## config.mk

```make
export PLATFORM = sky130hd
export DESIGN_NAME = vga_timing_core
export DESIGN_NICKNAME = d
export VERILOG_FILES = /design/src/rtl/vga_timing_core.sv
export SDC_FILE = /design/constraint.sdc
export NUM_CORES = 1
export LEC_CHECK = 0
export ABC_AREA = 1
export CAP_MARGIN = 5
export CORE_UTILIZATION = 56
export CTS_CLUSTER_DIAMETER = 40
export CTS_CLUSTER_SIZE = 40
export DETAILED_ROUTE_END_ITERATION = 10
export GPL_ROUTABILITY_DRIVEN = 0
export MAX_ROUTING_LAYER = met4
export PLACE_DENSITY = 0.85
export SYNTH_ARGS = -nofsm -noshare
export SYNTH_HDL_FRONTEND = slang
export SYNTH_SLANG_ARGS = --single-unit
```

## constraint.sdc

```tcl
create_clock -name clk -period 3.6 [get_ports clk]
set_input_delay 0.36 -clock clk [delete_from_list [all_inputs] [get_ports clk]]
set_output_delay 0.36 -clock clk [all_outputs]
set_load 0.005 [all_outputs]
```

## src/rtl/vga_timing_core.sv

```systemverilog
// vga_timing_core
//   Parametrised VGA raster timing generator. A clock-enable divider produces
//   the pixel tick; x/y counters walk the raster on each tick; hs/vs/blank_n are
//   decoded from x/y and delayed PIPE_DLY ticks to line up with downstream colour
//   logic. Event pulses and a wrapping frame counter are registered with x/y.
//
// Ports
//   clk          system clock
//   rst          synchronous reset, active-low
//   run          1 = raster advances, 0 = everything holds
//   pix_en       one-clk pixel tick strobe
//   x, y         current column / line
//   hs, vs       syncs at HS_POL / VS_POL level when asserted, delayed PIPE_DLY ticks
//   blank_n      1 inside the active area, delayed PIPE_DLY ticks
//   sync_n       composite sync for the DAC, tied 1
//   active       undelayed active-area flag for x/y
//   line_start   one-clk pulse when x becomes 0
//   frame_start  one-clk pulse when (x,y) becomes (0,0)
//   vblank_start one-clk pulse when (x,y) becomes (0,V_VA)
//   frame_cnt    completed frames, wraps

module vga_timing_core #(
    parameter int CW       = 10,
    parameter int H_VA     = 640,
    parameter int H_FP     = 16,
    parameter int H_SP     = 96,
    parameter int H_BP     = 48,
    parameter int V_VA     = 480,
    parameter int V_FP     = 10,
    parameter int V_SP     = 2,
    parameter int V_BP     = 33,
    parameter int HS_POL   = 0,
    parameter int VS_POL   = 0,
    parameter int CLK_DIV  = 2,
    parameter int PIPE_DLY = 2,
    parameter int FC_W     = 8
) (
    input  logic            clk,
    input  logic            rst,
    input  logic            run,
    output logic            pix_en,
    output logic [CW-1:0]   x,
    output logic [CW-1:0]   y,
    output logic            hs,
    output logic            vs,
    output logic            blank_n,
    output logic            sync_n,
    output logic            active,
    output logic            line_start,
    output logic            frame_start,
    output logic            vblank_start,
    output logic [FC_W-1:0] frame_cnt
);

    localparam int H_TOTAL = H_VA + H_FP + H_SP + H_BP;
    localparam int V_TOTAL = V_VA + V_FP + V_SP + V_BP;

    // Decode bounds are held one bit wider than x/y so a bound equal to
    // 2**CW still compares correctly.
    localparam logic [CW:0] H_VA_C   = (CW+1)'(H_VA);
    localparam logic [CW:0] HS_BEG_C = (CW+1)'(H_VA + H_FP);
    localparam logic [CW:0] HS_END_C = (CW+1)'(H_VA + H_FP + H_SP);
    localparam logic [CW:0] V_VA_C   = (CW+1)'(V_VA);
    localparam logic [CW:0] VS_BEG_C = (CW+1)'(V_VA + V_FP);
    localparam logic [CW:0] VS_END_C = (CW+1)'(V_VA + V_FP + V_SP);
    localparam logic [CW:0] X_LAST_C = (CW+1)'(H_TOTAL - 1);
    localparam logic [CW:0] Y_LAST_C = (CW+1)'(V_TOTAL - 1);
    localparam logic [CW:0] Y_VBL_C  = (CW+1)'(V_VA - 1);

    localparam logic [3:0] DIV_LAST = 4'(CLK_DIV - 1);
    localparam logic       HS_ON    = (HS_POL != 0);
    localparam logic       VS_ON    = (VS_POL != 0);

    generate
        if (H_TOTAL > 2**CW) begin : g_chk_h
            $error("vga_timing_core: H_TOTAL does not fit in CW bits");
        end
        if (V_TOTAL > 2**CW) begin : g_chk_v
            $error("vga_timing_core: V_TOTAL does not fit in CW bits");
        end
        if (CLK_DIV < 1 || CLK_DIV > 16) begin : g_chk_div
            $error("vga_timing_core: CLK_DIV must be 1..16");
        end
        if (PIPE_DLY < 0 || PIPE_DLY > 4) begin : g_chk_pipe
            $error("vga_timing_core: PIPE_DLY must be 0..4");
        end
    endgenerate

    // ------------------------------------------------------------------
    // Pixel-clock-enable divider. A tick earned while run=1 is always
    // delivered, even if run drops in the cycle pix_en is high, so toggling
    // run can never lose or repeat a tick.
    // ------------------------------------------------------------------
    logic [3:0] div;

    always_ff @(posedge clk) begin
        if (!rst) begin
            div    <= '0;
            pix_en <= 1'b0;
        end else if (run) begin
            pix_en <= (div == DIV_LAST);
            div    <= (div == DIV_LAST) ? '0 : div + 4'd1;
        end else begin
            pix_en <= 1'b0;
        end
    end

    // ------------------------------------------------------------------
    // Raster counters and event pulses
    // ------------------------------------------------------------------
    logic [CW:0] x_ext;
    logic [CW:0] y_ext;

    assign x_ext = {1'b0, x};
    assign y_ext = {1'b0, y};

    always_ff @(posedge clk) begin
        if (!rst) begin
            x            <= '0;
            y            <= '0;
            frame_cnt    <= '0;
            line_start   <= 1'b0;
            frame_start  <= 1'b0;
            vblank_start <= 1'b0;
        end else begin
            line_start   <= 1'b0;
            frame_start  <= 1'b0;
            vblank_start <= 1'b0;
            if (pix_en) begin
                if (x_ext == X_LAST_C) begin
                    x          <= '0;
                    line_start <= 1'b1;
                    if (y_ext == Y_LAST_C) begin
                        y           <= '0;
                        frame_cnt   <= frame_cnt + FC_W'(1);
                        frame_start <= 1'b1;
                    end else begin
                        y <= y + CW'(1);
                        if (y_ext == Y_VBL_C) begin
                            vblank_start <= 1'b1;
                        end
                    end
                end else begin
                    x <= x + CW'(1);
                end
            end
        end
    end

    // ------------------------------------------------------------------
    // Undelayed decode (all active-high internally)
    // ------------------------------------------------------------------
    logic hs_raw;
    logic vs_raw;
    logic act_raw;

    always_comb begin
        act_raw = (x_ext < H_VA_C) && (y_ext < V_VA_C);
        hs_raw  = (x_ext >= HS_BEG_C) && (x_ext < HS_END_C);
        vs_raw  = (y_ext >= VS_BEG_C) && (y_ext < VS_END_C);
    end

    assign active = act_raw;

    // ------------------------------------------------------------------
    // Sync/blank alignment pipeline, advancing only on pixel ticks.
    // Reset fills it with deasserted syncs and blanking.
    // ------------------------------------------------------------------
    logic hs_d;
    logic vs_d;
    logic bl_d;

    generate
        if (PIPE_DLY == 0) begin : g_nodly
            assign hs_d = hs_raw;
            assign vs_d = vs_raw;
            assign bl_d = act_raw;
        end else begin : g_dly
            logic [PIPE_DLY-1:0] hs_p;
            logic [PIPE_DLY-1:0] vs_p;
            logic [PIPE_DLY-1:0] bl_p;

            always_ff @(posedge clk) begin
                if (!rst) begin
                    hs_p <= '0;
                    vs_p <= '0;
                    bl_p <= '0;
                end else if (pix_en) begin
                    hs_p <= (hs_p << 1) | PIPE_DLY'(hs_raw);
                    vs_p <= (vs_p << 1) | PIPE_DLY'(vs_raw);
                    bl_p <= (bl_p << 1) | PIPE_DLY'(act_raw);
                end
            end

            assign hs_d = hs_p[PIPE_DLY-1];
            assign vs_d = vs_p[PIPE_DLY-1];
            assign bl_d = bl_p[PIPE_DLY-1];
        end
    endgenerate

    assign hs      = ~(hs_d ^ HS_ON);
    assign vs      = ~(vs_d ^ VS_ON);
    assign blank_n = bl_d;
    assign sync_n  = 1'b1;

endmodule
```

==> impl_metrics.yaml, run 1 <==
detailed_routing:
  via_per_inst: 5.34
  ant_nets: 0
  dr.pass1.iters: 5
  drcViolationCount: 0
  wirelength_um: 4950
  vias: 2131
  drt_iter0_drc: 245
  wire_per_inst_um: 12.4
synthesis:
  synth-seq-area-share: 0.394
  synthTopCellsByArea: "dfxtp_1 (39%), nand2_1 (14%), inv_1 (6.7%)"
  synthCells: 312
  synth_top_area_frac: 0.394
  netlist_area_um2: 2130
  ys.warnings.count: 0
  syn_nets: 320
  avgSynthCellArea_um2: 6.84
  yosysUniqueCellTypes: 31
  synth_top_area_cell: "dfxtp_1"
  ys_seq_elements: 42
die:
  core_area_um2: 3660
  start_util: 0.583
  pin_count: 40
  placementRows: 22
  die_w_um: 63.7
  die_h_um: 63.7
  die_area_um2: 4060
clock_tree:
  cts_setup_buffers: 0
  h-tree-depth: 2
  cts_resized: 0
  cts_tree: "built"
  clockBufferDepth: 2
  clkLatencyLatePin_ns: 0.30
  cts.hold.buffers_added: 0
  cts_num_sinks: 42
  cts-root-buf: "clkbuf_8"
  numCtsBuffers: 5
  clkTransAtPathRegs_ns: 0.08
placement:
  portBuffers: 38
  hpwlAfterDp_um: 3390
  dpl-instance-area_um2: 2530
critical_path:
  reg2regPathDepth: 8
  crit_fanout: 7
  end_kind: "output port"
  worst_ep_required_time_ns: 3.24
  start_kind: "flip-flop"
  critPathCapture: "active"
  regToRegEndpoint: "y[4]$_SDFFE_PN0P_"
  reg2reg_setup_slack_ns: 1.66
  r2r-start: "x[1]$_SDFFE_PN0P_"
  crit_type: "reg2out"
  crit_start: "y[7]$_SDFFE_PN0P_"
  cp.arrival_ns: 1.77
cells_and_area:
  n_fill_cell: 294
  fin_area_um2: 2670
  nets: 358
  layout-drive-gt1-share: 0.0655
  final_cell_mix: "nand2_1 (81), dfxtp_1 (42), inv_1 (38), clkdlybuf4s50_1 (38), nor2_1 (37)"
  final_common_cell: "nand2_1"
  final_util: 0.729
  area_growth_pct: 25.2
  num_antenna_cells: 0
grt:
  grt-ovfl-total: 0
  grt_max_degree: 18
  grt_pass1_vias: 1890
  grt_pass1_wl_um: 8360
  antenna_found_initial: 0
  grtUsageTotal: 0.270
timing:
  fin_setup_tns_ns: 0
  max_slew_margin: 0.619
  finalSetupViolCount: 0
  final.setup_skew_ns: 0.00788
  finalHoldViolCount: 0
  period_share: 0.592
  clock.fmax_mhz: 469
  hold-worst-slack_ns: 0.461
  drv_slew: 0
  rsz0062_at_grt: "no"
  min_period_ns: 2.13
  worst_pin_slew_ns: 0.570
pwr:
  p_leak_uw: 0.00108
  power.density_nw_per_um2: 360
  ir_drop_uv: 246
worst_hold_path:
  min_path_type: "reg2reg"
  hp-start: "g_dly.hs_p[1]$_SDFFE_PN0P_"
outcome:
  status: "complete, no violations"
job:
  drv_cap: 0
-- registers in the layout (all words and copies together) (netlist names) --
register,cells
div,4
g_dly.vs_p,2
g_dly.bl_p,2
x,10
frame_cnt,8
pix_en,1
g_dly.hs_p,2
y,10
frame_start,1
line_start,1
vblank_start,1
-- power by group --
part / total [uW] / switching, uW / internal, uW
Clock: 461 / 165 / 296
Sequential: 472 / 3.43 / 469
Combinational: 28.5 / 17.2 / 11.4
Total: 962 / 186 / 776
-- cell type report --
class / count / area (um^2) / share of cell area
Inverter: 43 / 161 / 0.0604
Sequential cell: 42 / 841 / 0.315
Timing Repair Buffer: 38 / 380 / 0.142
Multi-Input combinational cell: 220 / 1080 / 0.406
Tap cell: 48 / 60.1 / 0.0225
Clock inverter: 2 / 60.1 / 0.0225
Clock buffer: 6 / 82.6 / 0.0309
-- critical path, stage by stage (launching register included) --
cell and delay, ns:
dfxtp_1 0.46, nand2_1 0.14, o21ai_0 0.33, inv_1 0.09, clkdlybuf4s50_1 0.45
-- logic make-up after synthesis --
family / Yosys count / synth area share
AND/OR/NAND/NOR: 172 / 0.362
buffers and inverters: 50 / 0.0974
XOR/XNOR: 8 / 0.0328
adder cells (fa/ha/maj): 5 / 0.0293
other: 1 / 0.00176
AO/OA/AOI/OAI: 34 / 0.0821
flip-flops: 42 / 0.394
-- through the flow --
| stage | setup WS [ns] | cells | power (uW) |
|---|---|---|---|
| after floorplan | 2.28 | 312 | 501 |
| after global placement | 1.52 | 391 | 511 |
| after detailed placement | 1.48 | 391 | 511 |
| after CTS | 1.50 | 399 | 964 |
| after global routing | 1.37 | 399 | 993 |
| final | 1.47 | 399 | 962 |
-- worst min path at each step --
stage	endpoint	slack [ns]	depth (start not counted)
after floorplan	div[2]$_SDFFE_PN0P_	0.43	2
after global placement	g_dly.hs_p[1]$_SDFFE_PN0P_	0.45	2
after detailed placement	g_dly.hs_p[1]$_SDFFE_PN0P_	0.45	2
after CTS	g_dly.hs_p[1]$_SDFFE_PN0P_	0.46	2
after global routing	g_dly.hs_p[1]$_SDFFE_PN0P_	0.48	2
final	g_dly.hs_p[1]$_SDFFE_PN0P_	0.46	2
-- cells in the mapped netlist (all sizes together) --
cell type  instances
ha                 5
nor2              42
nand4              7
nor3              10
xor2               6
inv               42
buf                5
clkbuf             2
nor3b              1
dfxtp             42
xnor2              2
clkinv             1
nor4               1
o21ai             11
nand2             83
nand3             25
nand3b             3
a211oi             1
o21bai             1
a21oi             21
conb               1
-- per-layer routing --
layer / part of all wire / up-vias / wire length [um] / GRT usage
met4: 0.023 / 0 / 113 / 0.102
li1: - / 1061 / - / -
met1: 0.42 / 952 / 2080 / 0.331
met5: 0 / - / 0 / -
met3: 0.080 / 15 / 397 / 0.0634
met2: 0.48 / 103 / 2360 / 0.430
Note: power is estimated with default switching activity, not from simulation.
==> inputs of run 2 (changes only) <==
--- a/config.mk
+++ b/config.mk
@@ -7,13 +7,13 @@
 export LEC_CHECK = 0
 export ABC_AREA = 1
 export CAP_MARGIN = 5
-export CORE_UTILIZATION = 56
+export CORE_UTILIZATION = 47
 export CTS_CLUSTER_DIAMETER = 40
 export CTS_CLUSTER_SIZE = 40
 export DETAILED_ROUTE_END_ITERATION = 10
 export GPL_ROUTABILITY_DRIVEN = 0
 export MAX_ROUTING_LAYER = met4
-export PLACE_DENSITY = 0.85
+export PLACE_DENSITY = 0.76
 export SYNTH_ARGS = -nofsm -noshare
 export SYNTH_HDL_FRONTEND = slang
 export SYNTH_SLANG_ARGS = --single-unit
==> constraint.sdc (replaced) <==
create_clock -name clk -period 1.8 [get_ports clk]
set_input_delay 0.18 -clock clk [delete_from_list [all_inputs] [get_ports clk]]
set_output_delay 0.18 -clock clk [all_outputs]
set_load 0.005 [all_outputs]
==> impl_metrics.yaml, run 2 (synthesis results as in run 1) <==
die:
  core_area_um2: 4350
  pin_count: 40
  start_util: 0.490
  die_h_um: 69.4
  die_w_um: 69.4
  die_area_um2: 4810
  placementRows: 24
cells_and_area:
  final_cell_mix: "nand2_1 (80), inv_1 (38), dfxtp_1 (38), clkdlybuf4s50_1 (37), nor2_1 (36)"
  nets: 374
  final_common_cell: "nand2_1"
  num_antenna_cells: 0
  largest_registers: "x x10, y x10, frame_cnt x8"
  layout-drive-gt1-share: 0.128
  area_growth_pct: 30.3
pwr:
  ir_drop_uv: 284
  p_leak_uw: 0.00115
  power.density_nw_per_um2: 586
placement:
  portBuffers: 38
  hpwlAfterDp_um: 3490
  dp_slack_ns: 0.223
clock_tree:
  clockBufferDepth: 2
  cts_tree: "built"
  cts.hold.buffers_added: 0
  numCtsBuffers: 5
  clkLatencyLatePin_ns: 0.29
  cts-root-buf: "clkbuf_8"
  clkTransAtPathRegs_ns: 0.08
  cts_num_sinks: 42
  h-tree-depth: 2
detailed_routing:
  dr.pass1.iters: 5
  vias: 2105
  drcViolationCount: 0
  ant_nets: 0
  via_per_inst: 5.02
  wire_per_inst_um: 11.6
  wirelength_um: 4860
  drt_iter0_drc: 79
grt:
  grtUsageTotal: 0.215
  antenna_found_initial: 0
  grt_max_degree: 17
  grt_pass1_wl_um: 8270
  grt_pass1_vias: 1918
  grt-ovfl-total: 0
timing:
  finalSetupViolCount: 0
  hold-worst-slack_ns: 0.457
  min_period_ns: 1.74
  timing.final.ws_setup_ns: 0.0586
  clock.fmax_mhz: 574
  final.setup_skew_ns: 0.00754
  finalHoldViolCount: 0
  fin_setup_tns_ns: 0
  drv_slew: 0
  period_share: 0.967
critical_path:
  cp.arrival_ns: 1.96
  crit_fanout: 5
  r2r-start: "x[7]$_SDFFE_PN0P_"
  crit_type: "reg2reg"
  crit_start: "x[7]$_SDFFE_PN0P_"
  start_kind: "flip-flop"
  worst_ep_required_time_ns: 2.02
  reg2regPathDepth: 12
  end_kind: "flip-flop"
job:
  drv_cap: 0
outcome:
  status: "complete, no violations"
worst_hold_path:
  worst_hold_path.num_cells: 2
  hp-start: "div[2]$_SDFFE_PN0P_"
  min_path_type: "reg2reg"
## run 2: changes by cell type in the layout (fill, tap and decap cells not counted), moves of 2 or more
cell	delta
dfxtp_1	-4
buf_4	+16
dfxtp_4	+2
bufinv_16	-2
dfxtp_2	+2
## run 2: worst paths after layout
check	to	slack, ns
setup / recovery	g_dly.bl_p[0]$_SDFFE_PN0P_	0.06
hold / removal	div[2]$_SDFFE_PN0P_	0.46
setup reg to reg	g_dly.bl_p[0]$_SDFFE_PN0P_	0.06
hold reg to reg	div[2]$_SDFFE_PN0P_	0.46
## run 2: through the flow
step                utilization  total power [uW]  instances  cell area [um^2]
global route              0.639              1690        419              2780
detailed placement        0.592              1030        401              2580
floorplan                     -              1000        312              2130
global placement          0.592              1030        401              2580
CTS                       0.627              1650        416              2730
finish                    0.639              1630        419              2780
## run 2: final cells by class
| cell class | instances | area [um^2] |
|---|---|---|
| tap | 52 | 65.1 |
| multi-input combinational | 220 | 1110 |
| clock buffer | 7 | 86.3 |
| timing repair buffer | 54 | 503 |
| inverter | 43 | 161 |
| fill | 383 | 1570 |
| clock inverter | 1 | 5.00 |
| sequential | 42 | 851 |
## run 2: where the power goes
group | total (uW) | internal (uW) | switching, uW
combinational | 62.7 | 26.7 | 36.0
sequential | 940 | 934 | 5.97
clock | 628 | 310 | 318
total | 1630 | 1270 | 360
## run 2: critical path: stages, from the launching register on
cell,delay [ns]
dfxtp_4,0.36
nand2_2,0.06
nor2_2,0.05
nor3_4,0.15
o21ai_2,0.08
buf_4,0.13
buf_4,0.12
buf_4,0.12
buf_4,0.12
buf_4,0.12
buf_4,0.12
buf_4,0.13
a21oi_2,0.11
## run 2: repair_timing
| item | 4_1_cts | 5_1_grt |
|---|---|---|
| resized for setup | 4 | 10 |
| pin swaps | 0 | 1 |
| buffers inserted | 7 | 3 |
| setup endpoints to repair | 1 | 2 |
## run 2: metal layers
layer,vias up,global-route usage,part of all wire
met5,-,-,0
met4,0,0.0567,0.014
met3,11,0.0480,0.060
met2,58,0.355,0.48
met1,940,0.264,0.44
li1,1096,-,-
